### config.mk
export PLATFORM = sky130hd
export DESIGN_NAME = ir_receiver_sm
export DESIGN_NICKNAME = d
export VERILOG_FILES = /design/src/rtl/ir_pkg.sv /design/src/rtl/ir_edge_timer.sv /design/src/rtl/ir_receiver_sm.sv
export SDC_FILE = /design/constraint.sdc
export NUM_CORES = 1
export LEC_CHECK = 0
export ABC_AREA = 1
export BUFFER_PORTS_ARGS = -buffer_cell sky130_fd_sc_hd__clkbuf_2
export CAP_MARGIN = 20
export CORE_UTILIZATION = 45
export DETAILED_ROUTE_END_ITERATION = 10
export PLACE_DENSITY = 0.6
export SLEW_MARGIN = 20
export SYNTH_ARGS = -nofsm -noshare
export SYNTH_HDL_FRONTEND = slang
export SYNTH_SLANG_ARGS = --single-unit
### constraint.sdc
create_clock -name CLK -period 2 [get_ports CLK]
set_input_delay 0.4 -clock CLK [delete_from_list [all_inputs] [get_ports CLK]]
set_output_delay 0.4 -clock CLK [all_outputs]
set_load 0.02 [all_outputs]
### src/rtl/ir_pkg.sv
// Shared IR car-control constants, receiver states and window helper.
// Used by both the transmitter and the receiver side.
package ir_pkg;

  localparam int START_LEN    = 191;
  localparam int GAP_LEN      = 25;
  localparam int CARSEL_LEN   = 47;
  localparam int ASSERT_LEN   = 47;
  localparam int DEASSERT_LEN = 22;
  localparam int LEN_MAX      = 511;

  localparam int DIR_RIGHT = 3;
  localparam int DIR_LEFT  = 2;
  localparam int DIR_BACK  = 1;
  localparam int DIR_FWD   = 0;

  typedef enum logic [2:0] {
    ST_IDLE,
    ST_START,
    ST_GAP,
    ST_CARSEL,
    ST_DIR,
    ST_WAIT_LOW
  } rx_state_t;

  function automatic logic in_window(
    input logic [8:0] len,
    input int         nom,
    input int         tol
  );
    int l;
    l = int'(len);
    return (l >= nom - tol) && (l <= nom + tol);
  endfunction

endpackage

### src/rtl/ir_edge_timer.sv
// Synchronizes the IR envelope, detects edges and measures each
// burst/gap in carrier ticks with a saturating counter.
module ir_edge_timer #(
  parameter int TICK = 2777
) (
  input  logic       clk,
  input  logic       rst,
  input  logic       din,
  output logic       rise,
  output logic       fall,
  output logic       level,
  output logic [8:0] len
);

  localparam int PW = $clog2(TICK + 1);

  logic          s1;
  logic          s2;
  logic          prev;
  logic [PW-1:0] presc;

  assign rise  = s2 & ~prev;
  assign fall  = ~s2 & prev;
  assign level = s2;

  // Restarting at 1 makes len equal the whole ticks since the edge.
  always_ff @(posedge clk) begin
    if (rst) begin
      s1    <= 1'b0;
      s2    <= 1'b0;
      prev  <= 1'b0;
      presc <= '0;
      len   <= '0;
    end else begin
      s1   <= din;
      s2   <= s1;
      prev <= s2;
      if (rise | fall) begin
        presc <= PW'(1);
        len   <= '0;
      end else if (presc == PW'(TICK - 1)) begin
        presc <= '0;
        if (len != 9'd511)
          len <= len + 9'd1;
      end else begin
        presc <= presc + PW'(1);
      end
    end
  end

endmodule

### src/rtl/ir_receiver_sm.sv
// IR car-control packet receiver: classifies bursts and gaps and
// presents the decoded 4-bit direction command with a valid strobe.
module ir_receiver_sm
  import ir_pkg::*;
#(
  parameter int CLK_FREQ     = 100_000_000,
  parameter int CARRIER_FREQ = 36_000,
  parameter int TOL          = 6
) (
  input  logic       CLK,
  input  logic       RESET,
  input  logic       IR_IN,
  output logic [3:0] COMMAND,
  output logic       PACKET_VALID,
  output logic       ERROR,
  output logic       BUSY
);

  localparam int TICK = CLK_FREQ / CARRIER_FREQ;

  localparam logic [8:0] LONG_MAX = 9'(START_LEN + TOL);
  localparam logic [8:0] GAP_TMO  = 9'(GAP_LEN + TOL + 1);

  logic       rise;
  logic       fall;
  logic       level;
  logic [8:0] len;

  rx_state_t  state;
  logic [1:0] dir_idx;
  logic [3:0] shadow;
  logic [3:0] shadow_nxt;
  logic       to_carsel;
  logic       dir_hi;
  logic       dir_lo;
  logic       too_long;

  ir_edge_timer #(
    .TICK(TICK)
  ) u_timer (
    .clk  (CLK),
    .rst  (RESET),
    .din  (IR_IN),
    .rise (rise),
    .fall (fall),
    .level(level),
    .len  (len)
  );

  assign dir_hi   = in_window(len, ASSERT_LEN, TOL);
  assign dir_lo   = in_window(len, DEASSERT_LEN, TOL);
  assign too_long = level && (len > LONG_MAX);
  assign BUSY     = (state != ST_IDLE);

  // dir_idx 0 (right) lands on bit 3, 3 (forward) on bit 0.
  always_comb begin
    shadow_nxt = shadow;
    shadow_nxt[~dir_idx] = dir_hi;
  end

  always_ff @(posedge CLK) begin
    if (RESET) begin
      state        <= ST_IDLE;
      dir_idx      <= '0;
      shadow       <= '0;
      to_carsel    <= 1'b0;
      COMMAND      <= '0;
      PACKET_VALID <= 1'b0;
      ERROR        <= 1'b0;
    end else begin
      PACKET_VALID <= 1'b0;
      ERROR        <= 1'b0;
      unique case (state)
        ST_IDLE: begin
          if (rise)
            state <= ST_START;
        end
        ST_START: begin
          if (fall) begin
            if (in_window(len, START_LEN, TOL)) begin
              state     <= ST_GAP;
              to_carsel <= 1'b1;
              dir_idx   <= '0;
              shadow    <= '0;
            end else begin
              state <= ST_IDLE;
            end
          end else if (too_long) begin
            ERROR <= 1'b1;
            state <= ST_WAIT_LOW;
          end
        end
        ST_GAP: begin
          if (rise) begin
            if (in_window(len, GAP_LEN, TOL)) begin
              state <= to_carsel ? ST_CARSEL : ST_DIR;
            end else begin
              ERROR <= 1'b1;
              state <= ST_START;
            end
          end else if (len >= GAP_TMO) begin
            ERROR <= 1'b1;
            state <= ST_IDLE;
          end
        end
        ST_CARSEL: begin
          if (fall) begin
            if (in_window(len, CARSEL_LEN, TOL)) begin
              state     <= ST_GAP;
              to_carsel <= 1'b0;
            end else begin
              ERROR <= 1'b1;
              state <= ST_IDLE;
            end
          end else if (too_long) begin
            ERROR <= 1'b1;
            state <= ST_WAIT_LOW;
          end
        end
        ST_DIR: begin
          if (fall) begin
            if (dir_hi || dir_lo) begin
              shadow <= shadow_nxt;
              if (dir_idx == 2'd3) begin
                COMMAND      <= shadow_nxt;
                PACKET_VALID <= 1'b1;
                state        <= ST_IDLE;
              end else begin
                dir_idx <= dir_idx + 2'd1;
                state   <= ST_GAP;
              end
            end else begin
              ERROR <= 1'b1;
              state <= ST_IDLE;
            end
          end else if (too_long) begin
            ERROR <= 1'b1;
            state <= ST_WAIT_LOW;
          end
        end
        ST_WAIT_LOW: begin
          if (!level)
            state <= ST_IDLE;
        end
        default: state <= ST_IDLE;
      endcase
    end
  end

endmodule
==> metrics.yaml <==
logic_synthesis:
  synthAdderAreaFrac_pct: 6.237
  synth_xor_area_share_pct: 2.183
  netlist.area_leader.share_pct: 33.26
  synth_nets: 380
  yosys_warnings: 0
  synth_cell_types: 32
  avgSynthCellArea_sq_um: 6.595
  yosys_most_used_dff: "dfxtp_1"
  synthCells: 365
  yosysTopAreaCell: "dfxtp_1"
  synth_area_sq_um: 2407
  synth_top_family_by_area: "simple AND/OR/NAND/NOR gates"
  synth_area_leaders: "dfxtp_1 (33%), nand2_1 (13%), inv_1 (8.6%)"
  ys_ff_latch: 40
  ys_seq_area_share_pct: 33.26
  yosys.area_share.simple_pct: 37.16
  ys_async_sr_fraction_pct: 0
  synth_edf_count: 0
  synthMuxAreaShare_pct: 0
  synth_compound_area_share_pct: 10.45
clock_network:
  clock_path_buffers: 2
  cts_root_buffer: "clkbuf_8"
  cts.clk_slew.worst_paths_ps: 90
  ctsHoldBuffers: 0
  post-cts-setup-buffers: 0
  htreeDepth: 2
  cts_made_buffers: 5
  clock-sinks: 40
  worstSkewPairLatency_ps: 300
  cts_tree: "done"
  cts_resized: 0
die:
  num_io_pins: 10
  core_sq_um: 5140
  fp-row-count: 26
  initial_core_util_pct: 46.84
  die_w_um: 75.14
  die_y_um: 75.14
  design.die.area_sq_um: 5646
setup_path:
  arrival_ps: 2020
  crit_path_max_fanout: 7
  regToRegStartpoint: "u_timer.len[0]"
  start_kind: "flip-flop"
  cp.required_ps: 2230
  r2r_slack_ps: 210
  cp-end-kind: "flip-flop"
  worstSetupPathType: "reg -> reg"
  rr_endpoint: "u_timer.len[4]"
  reg2reg_depth: 10
timing:
  relSlewSlack_pct: 58.62
  fin_tns_setup_ps: 0
  drv_slew: 0
  hold_viol_final: 0
  setup_slack_ps: 205.3
  setup_viol: 0
  fmax_mhz: 557.2
  fin_skew_ps: 8.674
  worst_pin_slew_ps: 615.0
  min_period_over_period_pct: 89.73
  rsz0062_at_grt: "no"
  fin_crit_ps: 1795
layout:
  final_area_sq_um: 2638
  drive_above_1_share_pct: 12.60
  area_growth_pct: 9.563
  fill_cells: 552
  diodes: 0
  multi_input_area_sq_um: 1349
  layout_commonest_cell: "nand2_1"
  layout_common_cells: "nand2_1 (82), inv_1 (55), nor2_1 (48)"
  regArea_sq_um: 800.8
  fin_nets: 395
global_route:
  grt_pass1_vias: 1898
  antenna_found_initial: 0
  grt_usage_pct: 19.73
  grt_pass1_wl_um: 8404
  gr-total-overflow: 0
  grt_max_degree: 14
detailed_routing:
  drt_wl_total_um: 4984
  postRouteAntennaNets: 0
  vias: 2151
  routedWlPerCell_um: 11.05
  drc: 0
  vias_per_cell: 4.769
  drt_iter0_drc: 117
  first_pass_iters: 4
power:
  peakVddDrop_mv: 0.2980
  power.density_nw_per_um2: 573.2
  p_leak_nw: 1.161
placed_design:
  portBuffers: 9
  placed_area_sq_um: 2540
  detailed_place_hpwl_um: 3791
  place_congestion: 0.8853
  post-place-ws_ps: 228.9
run:
  drv_cap: 0
min_path:
  min_from: "IR_IN"
  whs_endpoint: "u_timer.s1"
  hold_depth: 3
  hold_path.class: "in -> reg"
outcome:
  outcome: "finished, final reports clean"
[worst max-delay path by stage]
stage                     endpoint  cells after the start  slack (ps)            from
detailed placement      dir_idx[0]                      9         230   u_timer.level
finish              u_timer.len[4]                     10         210  u_timer.len[0]
CTS                 u_timer.len[4]                     10         200  u_timer.len[0]
floorplan           u_timer.len[4]                     10         450  u_timer.len[0]
global route        u_timer.len[4]                     10           2  u_timer.len[0]
global placement        dir_idx[0]                      9         250   u_timer.level
[flip-flops by register name, indices dropped and copies added (netlist names), 2 cells and up]
name,flops
COMMAND,4
dir_idx,2
shadow,4
state,3
u_timer.len,9
u_timer.presc,12
[cell usage after synthesis (2+ instances only)]
| library cell | instances |
|---|---|
| nand2_4 | 3 |
| ha_1 | 12 |
| nand3_1 | 21 |
| o21ai_0 | 12 |
| nand2_1 | 82 |
| nor3b_1 | 3 |
| inv_2 | 6 |
| nand3_2 | 3 |
| o21a_1 | 2 |
| nand4_1 | 6 |
| nor3_1 | 10 |
| nor2_2 | 5 |
| nor2_4 | 2 |
| o211ai_1 | 2 |
| buf_2 | 3 |
| xor2_1 | 5 |
| inv_1 | 55 |
| nor2_1 | 48 |
| nor4_1 | 2 |
| dfxtp_1 | 40 |
| a21oi_1 | 27 |
| nand2_2 | 6 |
[cell type report]
type | instances | share of cell area [%]
clock inverter | 2 | 0.5693
multi-input combinational | 259 | 51.14
sequential | 40 | 30.36
clock buffer | 6 | 3.131
inverter | 62 | 8.918
tap | 70 | 3.321
timing repair buffer | 12 | 2.562
[per-stage QoR]
stage	hold WS [ps]	util, %	std cells	power, W
after floorplan	388.3	-	365	0.0009197
after detailed placement	417.3	49.42	443	0.0009439
after global routing	285.8	51.31	451	0.001579
after CTS	272.3	51.31	451	0.001534
final	279.7	51.31	451	0.001512
after global placement	415.8	49.42	443	0.0009432
[cell families after synthesis]
logic type,Yosys count
XOR/XNOR,6
AND/OR/NAND/NOR,194
AO/OA/AOI/OAI,47
buffers and inverters,66
adder cells (fa/ha/maj),12
flip-flops,40
[worst max-delay path: stages (launching register included)]
cell	delay, ps
dfxtp_1	440
ha_1	220
nand4_1	150
nor2_1	150
ha_1	180
inv_1	60
nand2_1	190
nor2_2	60
nand2_1	80
o21ai_0	70
a21oi_1	110
[where the power goes]
part / internal [W] / total [W] / switching (W)
Combinational: 0.0000382 / 0.000104 / 0.0000656
Sequential: 0.000809 / 0.000821 / 0.0000114
Clock: 0.000280 / 0.000587 / 0.000308
[per-layer routing]
| metal | part of all wire [%] | track usage, % |
|---|---|---|
| met5 | 0 | 0 |
| met4 | 1.1 | 5.556 |
| met3 | 3.9 | 5.622 |
| met2 | 41 | 28.93 |
| met1 | 54 | 28.15 |
Note: power is estimated with default switching activity, not from simulation.
